File: src/rtl/hazard_ctrl_mc_pkg.sv
// Shared definitions for the hazard/forwarding controller.
//   FWD_RF/FWD_W/FWD_M : forward-select encodings (regfile, ResultW, ALUOutM)
//   state_e            : controller FSM states
//   PC_REG             : architectural PC register number (never forwarded)
package hazard_pkg;

  localparam logic [1:0] FWD_RF = 2'b00;
  localparam logic [1:0] FWD_W  = 2'b01;
  localparam logic [1:0] FWD_M  = 2'b10;

  typedef enum logic {
    ST_RUN      = 1'b0,
    ST_MUL_BUSY = 1'b1
  } state_e;

  localparam int unsigned PC_REG = 15;

endpackage

File: src/rtl/hazard_ctrl_mc_fwd_sel.sv
// Forward-select for one E-stage source port.
//   ra            : source register of this port
//   wa3_m, wa3_w  : destination registers in M and W
//   reg_write_m/w : destination write enables in M and W
//   sel           : FWD_M if M matches, else FWD_W if W matches, else FWD_RF
// The PC register always reads from the regfile path.
module fwd_sel
  import hazard_pkg::*;
#(
  parameter int unsigned REGW = 4
) (
  input  logic [REGW-1:0] ra,
  input  logic [REGW-1:0] wa3_m,
  input  logic [REGW-1:0] wa3_w,
  input  logic            reg_write_m,
  input  logic            reg_write_w,
  output logic [1:0]      sel
);

  always_comb begin
    sel = FWD_RF;
    if (ra != REGW'(PC_REG)) begin
      if (reg_write_m && (ra == wa3_m)) begin
        sel = FWD_M;
      end else if (reg_write_w && (ra == wa3_w)) begin
        sel = FWD_W;
      end
    end
  end

endmodule

File: src/rtl/hazard_ctrl_mc.sv
// Hazard/forwarding controller for a 5-stage (F,D,E,M,W) ARM pipeline.
//   clk, reset          : clock (rising edge), synchronous active-low reset
//   RA_D, RA_E          : packed D/E source registers, port i at [i*REGW +: REGW]
//   WA3E/M/W, RegWrite* : destination register and write enable per stage
//   MemtoRegE           : E instruction is a load
//   PCSrcD/E/M/W        : instruction in that stage writes the PC
//   BranchTakenE        : branch resolved taken in E
//   MulStartE           : multi-cycle multiply issues from E
//   MemReqM, MemReadyM  : M-stage memory request / completion
//   ForwardE            : per-port forward select (2 bits per port)
//   Stall*/Flush*       : pipeline register hold / clear-to-bubble
//   MulBusy             : multiplier occupied
//   StallCount          : saturating count of cycles with StallF=1
module hazard_ctrl_mc
  import hazard_pkg::*;
#(
  parameter int unsigned NUM_SRC = 3,
  parameter int unsigned REGW    = 4,
  parameter int unsigned MUL_LAT = 4,
  parameter int unsigned CNTW    = 32
) (
  input  logic                    clk,
  input  logic                    reset,
  input  logic [NUM_SRC*REGW-1:0] RA_D,
  input  logic [NUM_SRC*REGW-1:0] RA_E,
  input  logic [REGW-1:0]         WA3E,
  input  logic [REGW-1:0]         WA3M,
  input  logic [REGW-1:0]         WA3W,
  input  logic                    RegWriteE,
  input  logic                    RegWriteM,
  input  logic                    RegWriteW,
  input  logic                    MemtoRegE,
  input  logic                    PCSrcD,
  input  logic                    PCSrcE,
  input  logic                    PCSrcM,
  input  logic                    PCSrcW,
  input  logic                    BranchTakenE,
  input  logic                    MulStartE,
  input  logic                    MemReqM,
  input  logic                    MemReadyM,
  output logic [NUM_SRC*2-1:0]    ForwardE,
  output logic                    StallF,
  output logic                    StallD,
  output logic                    StallE,
  output logic                    StallM,
  output logic                    FlushD,
  output logic                    FlushE,
  output logic                    FlushM,
  output logic                    FlushW,
  output logic                    MulBusy,
  output logic [CNTW-1:0]         StallCount
);

  // Wide enough to hold MUL_LAT-1 for any MUL_LAT >= 2.
  localparam int unsigned CW = $clog2(MUL_LAT);

  state_e              state_q, state_d;
  logic [CW-1:0]       mul_cnt_q, mul_cnt_d;
  logic [CNTW-1:0]     stall_cnt_q, stall_cnt_d;
  logic [NUM_SRC*2-1:0] fwd_raw;
  logic                memwait;
  logic                ldr_stall;
  logic                pc_wr_pend;

  for (genvar g = 0; g < NUM_SRC; g++) begin : g_fwd
    fwd_sel #(.REGW(REGW)) u_fwd_sel (
      .ra          (RA_E[g*REGW +: REGW]),
      .wa3_m       (WA3M),
      .wa3_w       (WA3W),
      .reg_write_m (RegWriteM),
      .reg_write_w (RegWriteW),
      .sel         (fwd_raw[g*2 +: 2])
    );
  end

  always_comb begin
    memwait    = MemReqM & ~MemReadyM;
    pc_wr_pend = PCSrcD | PCSrcE | PCSrcM;
    ldr_stall  = 1'b0;
    for (int unsigned i = 0; i < NUM_SRC; i++) begin
      if (RA_D[i*REGW +: REGW] == WA3E) begin
        ldr_stall = 1'b1;
      end
    end
    ldr_stall = ldr_stall & MemtoRegE & RegWriteE & (WA3E != REGW'(PC_REG));
  end

  // Next state: the multiply counter keeps running through a memory wait, but a
  // new multiply cannot launch while M is waiting.
  always_comb begin
    state_d   = state_q;
    mul_cnt_d = mul_cnt_q;
    unique case (state_q)
      ST_RUN: begin
        if (MulStartE && !memwait) begin
          mul_cnt_d = CW'(MUL_LAT - 1);
          state_d   = ST_MUL_BUSY;
        end
      end
      ST_MUL_BUSY: begin
        mul_cnt_d = mul_cnt_q - CW'(1);
        if (mul_cnt_q == CW'(1)) begin
          state_d = ST_RUN;
        end
      end
      default: state_d = ST_RUN;
    endcase
  end

  // Output priority mux: memwait > multiplier busy > load-use > normal.
  always_comb begin
    ForwardE = '0;
    StallF   = 1'b0;
    StallD   = 1'b0;
    StallE   = 1'b0;
    StallM   = 1'b0;
    FlushD   = 1'b0;
    FlushE   = 1'b0;
    FlushM   = 1'b0;
    FlushW   = 1'b0;
    MulBusy  = 1'b0;
    if (!reset) begin
      FlushD = 1'b1;
      FlushE = 1'b1;
      FlushM = 1'b1;
      FlushW = 1'b1;
    end else begin
      ForwardE = fwd_raw;
      MulBusy  = (state_q == ST_MUL_BUSY);
      if (memwait) begin
        // E is held, so a taken branch there stays pending; no D flush yet.
        StallF = 1'b1;
        StallD = 1'b1;
        StallE = 1'b1;
        StallM = 1'b1;
        FlushW = 1'b1;
      end else if (state_q == ST_MUL_BUSY) begin
        StallF = 1'b1;
        StallD = 1'b1;
        StallE = 1'b1;
        FlushM = 1'b1;
        FlushD = BranchTakenE;
      end else if (ldr_stall) begin
        StallF = 1'b1;
        StallD = 1'b1;
        FlushE = 1'b1;
        FlushD = BranchTakenE;
      end else begin
        StallF = pc_wr_pend;
        FlushD = pc_wr_pend | PCSrcW | BranchTakenE;
        FlushE = BranchTakenE;
      end
    end
  end

  always_comb begin
    stall_cnt_d = stall_cnt_q;
    if (StallF && (stall_cnt_q != '1)) begin
      stall_cnt_d = stall_cnt_q + CNTW'(1);
    end
  end

  always_ff @(posedge clk) begin
    if (!reset) begin
      state_q     <= ST_RUN;
      mul_cnt_q   <= '0;
      stall_cnt_q <= '0;
    end else begin
      state_q     <= state_d;
      mul_cnt_q   <= mul_cnt_d;
      stall_cnt_q <= stall_cnt_d;
    end
  end

  assign StallCount = stall_cnt_q;

endmodule

File: config.mk
export PLATFORM = sky130hd
export DESIGN_NAME = hazard_ctrl_mc
export DESIGN_NICKNAME = d
export VERILOG_FILES = /design/src/rtl/hazard_ctrl_mc_pkg.sv /design/src/rtl/hazard_ctrl_mc_fwd_sel.sv /design/src/rtl/hazard_ctrl_mc.sv
export SDC_FILE = /design/constraint.sdc
export NUM_CORES = 1
export LEC_CHECK = 0
export BUFFER_PORTS_ARGS = -buffer_cell sky130_fd_sc_hd__buf_2
export CAP_MARGIN = 20
export CORE_MARGIN = 1.5
export CORE_UTILIZATION = 49
export CTS_CLUSTER_SIZE = 16
export DETAILED_ROUTE_END_ITERATION = 10
export GPL_TIMING_DRIVEN = 0
export PLACE_DENSITY = 0.81
export SKIP_CTS_REPAIR_TIMING = 1
export SLEW_MARGIN = 20
export SYNTH_ARGS = -nofsm -noshare
export SYNTH_HDL_FRONTEND = slang
export SYNTH_SLANG_ARGS = --single-unit
File: constraint.sdc
create_clock -name clk -period 2.2 [get_ports clk]
set_input_delay 0.44 -clock clk [delete_from_list [all_inputs] [get_ports clk]]
set_output_delay 0.44 -clock clk [all_outputs]
set_load 0.02 [all_outputs]
==> metrics.yaml <==
status: "finished, final reports clean"
synthesis.instances: 304
grt_first_pass_wirelength_um: 11100
hold_path_class: "input pin to flip-flop"
hold_viol: 0
finalNonFillerCells: 479
grt_remaining_overflow: 0
num_rows: 25
min_path_cells: 3
route.detailed.drc: 0
ir_drop_v: 0.000342
pre_cts_slack_ns: -0.106
track_usage_pct: 25.7
fmax_mhz: 471
cp_slowest_cell: "or3_4"
cellPowerDensity_nw_per_um2: 458
crit_path_cell_trace: "buf_2 > or3_4 > a2111oi_4 > nor2_4 > nand2_2 > inv_1 > buf_2"
worst-r2r-cell-count: 8
cpMostUsedCell: "buf_2"
start_util_pct: 51.2
clockBufferDepth: 2
routedWlPerCell_um: 14.5
grt_pass1_vias: 2482
gp_congestion: 0.783
slew-limit-headroom_pct: 63.0
yosysSeqAreaShare_pct: 28.6
ys_types: 46
syn-num-nets: 356
antenna_found_initial: 0
arrival_ns: 1.68
core_area_um2: 4790
dp_cells: 467
cts_tree: "done"
first_iter_violations: 148
hp-start: "reset"
drive_gt1_share_pct: 31.3
yosysWarnings: 0
first_pass_iters: 5
die-area_um2: 5440
place_area_um2: 3020
n_antenna_cell: 0
crit_buf_inv: 3
ios: 97
slew_violations: 0
antenna_left: 0
wl_um: 6930
cts_root_buf: "clkbuf_8"
hpwl_um: 5280
fin_hold_ws_ns: 0.453
clk_pin_slew_worst_paths_ns: 0.07
avgSynthCellArea_um2: 8.06
end_kind: "output port"
clk_latency_ns: 0.29
cts-buffers-inserted: 5
min_period_over_period_pct: 96.5
path_class: "input pin to output port"
synth_area_um2: 2450
cts.sinks: 35
die_h_um: 73.7
port_buffers: 96
synth-seq-cells: 35
cp.required_ns: 1.76
die_x_um: 73.7
htree_num_levels: 2
grt_start_max_net_pins: 11
reg2reg_to: "StallCount[18]"
hold_end: "StallCount[11]"
fin_area_um2: 3150
via_per_inst: 5.86
cap_violations: 0
vias: 2805
finClkSkew_ns: 0.00506
rrSetupSlack_ns: 0.15
nNetsFinal: 463
setup_slack_ns: 0.0773
min_period_ns: 2.12
slowest_delay_ns: 0.40
r2r_start: "StallCount[0]"
tightest_slew_ns: 0.551
area_delta_synth_final_pct: 28.4
cp_max_fo: 6
cellLeakagePower_nw: 1.29
setup-violations-final: 0
cp_top_family: "simple AND/OR/NAND/NOR gates"
worstSetupStartpointType: "input pin"
==> synthesized netlist by cell type, drive strengths merged <==
| cell | number | area (µm²) |
|---|---|---|
| dfxtp | 35 | 701 |
| nand3 | 30 | 168 |
| nand2 | 23 | 86.3 |
| nand4 | 23 | 178 |
| nor2 | 22 | 97.6 |
| xnor2 | 18 | 158 |
| xor2 | 17 | 149 |
| a21oi | 15 | 75.1 |
| o21ai | 15 | 75.1 |
| o31ai | 12 | 90.1 |
| inv | 11 | 41.3 |
| nor4 | 11 | 83.8 |
| or3 | 11 | 73.8 |
| and3 | 6 | 38.8 |
| or4 | 6 | 45.0 |
| clkbuf | 5 | 18.8 |
| mux2i | 5 | 50.1 |
| nand2b | 5 | 31.3 |
| o211ai | 5 | 37.5 |
| nor3 | 4 | 25.0 |
| and2 | 3 | 18.8 |
| and4 | 3 | 26.3 |
| buf | 3 | 23.8 |
| a31oi | 2 | 12.5 |
| ha | 2 | 25.0 |
| nand4b | 2 | 17.5 |
| o311ai | 2 | 17.5 |
| o41ai | 2 | 17.5 |
| a2111oi | 1 | 27.5 |
| a211oi | 1 | 7.51 |
| and2b | 1 | 7.51 |
| mux2 | 1 | 11.3 |
| o21bai | 1 | 7.51 |
| o221ai | 1 | 8.76 |
==> power breakdown <==
group / internal [mW] / switching (mW) / total [mW]
combinational: 0.128 / 0.183 / 0.312
clock: 0.222 / 0.227 / 0.449
sequential: 0.653 / 0.0273 / 0.680
==> cell families (layout without fill, tap and decap cells) <==
group	Yosys count	in the layout	synth area share, %
AO/OA/AOI/OAI	57	57	15.4
XOR/XNOR	35	35	12.5
buffers and inverters	19	127	3.42
flip-flops	35	35	28.6
adder cells (fa/ha/maj)	2	2	1.02
AND/OR/NAND/NOR	150	150	36.6
multiplexers	6	6	2.50
==> worst reg2reg max path, cell delays in order (launching register included) <==
cell and delay (ns):
dfxtp_2 0.36, ha_1 0.26, nand2_1 0.13, nor4_2 0.06, nand4b_1 0.16, nand3_2 0.17
buf_4 0.22, nor4_1 0.40, mux2i_1 0.23
==> per-stage QoR <==
step                      utilization, %  setup TNS (ns)  power [mW]
after CTS                           64.7          -0.190        1.44
final                               65.8               0        1.44
after global routing                65.8        -0.00250        1.50
after detailed placement            63.0           -1.18       0.998
after floorplan                        -               0       0.869
after global placement              63.0          -0.261       0.989
==> per-layer routing <==
| metal | track usage (%) | routed length, µm |
|---|---|---|
| met2 | 41.3 | 3350 |
| met1 | 33.6 | 3050 |
| met4 | 8.02 | 93 |
| met3 | 6.72 | 434 |
| met5 | 0 | 0 |
==> area by class of cell <==
type	instances	area, µm²
Tap cell	67	83.8
Inverter	11	41.3
Fill cell	422	1640
Multi-Input combinational cell	250	1680
Timing Repair Buffer	100	510
Clock inverter	1	5.00
Sequential cell	35	703
Clock buffer	7	76.3
Buffer	8	46.3
==> layout by cell type, fill, tap and decap left out, types with 5 or more instances in the layout <==
| master | Yosys | layout |
|---|---|---|
| nor2_1 | 20 | 20 |
| buf_4 | 1 | 5 |
| buf_2 | 1 | 96 |
| nand3_1 | 28 | 27 |
| nand2_1 | 23 | 22 |
| and3_1 | 5 | 5 |
| o31ai_1 | 12 | 12 |
| mux2i_1 | 5 | 5 |
| nor4_1 | 10 | 9 |
| or4_1 | 6 | 6 |
| clkbuf_8 | 0 | 5 |
| inv_1 | 11 | 11 |
| o21ai_0 | 14 | 14 |
| dfxtp_1 | 35 | 33 |
| o211ai_1 | 5 | 5 |
| xor2_1 | 17 | 17 |
| nand2b_1 | 5 | 5 |
| clkbuf_1 | 5 | 6 |
| a21oi_1 | 15 | 15 |
| or3_1 | 10 | 10 |
| xnor2_1 | 18 | 18 |
| nand4_1 | 19 | 19 |
==> worst max path at each step <==
| stage | from | endpoint | slack [ns] | cells after the start |
|---|---|---|---|---|
| after floorplan | StallCount[0] | StallCount[29] | 0.23 | 7 |
| after global placement | PCSrcE | StallF | -0.04 | 7 |
| after detailed placement | MemReadyM | StallCount[18] | -0.11 | 8 |
| after CTS | PCSrcE | StallF | -0.10 | 7 |
| after global routing | StallCount[18] | StallCount[26] | -0.002 | 6 |
| final | PCSrcE | StallF | 0.08 | 7 |
==> registers in the layout, indices dropped and copies added, names as in the netlist <==
| signal | flops |
|---|---|
| StallCount | 32 |
| mul_cnt_q | 2 |
| state_q | 1 |
No activity file was read; power rests on OpenSTA's default activity.
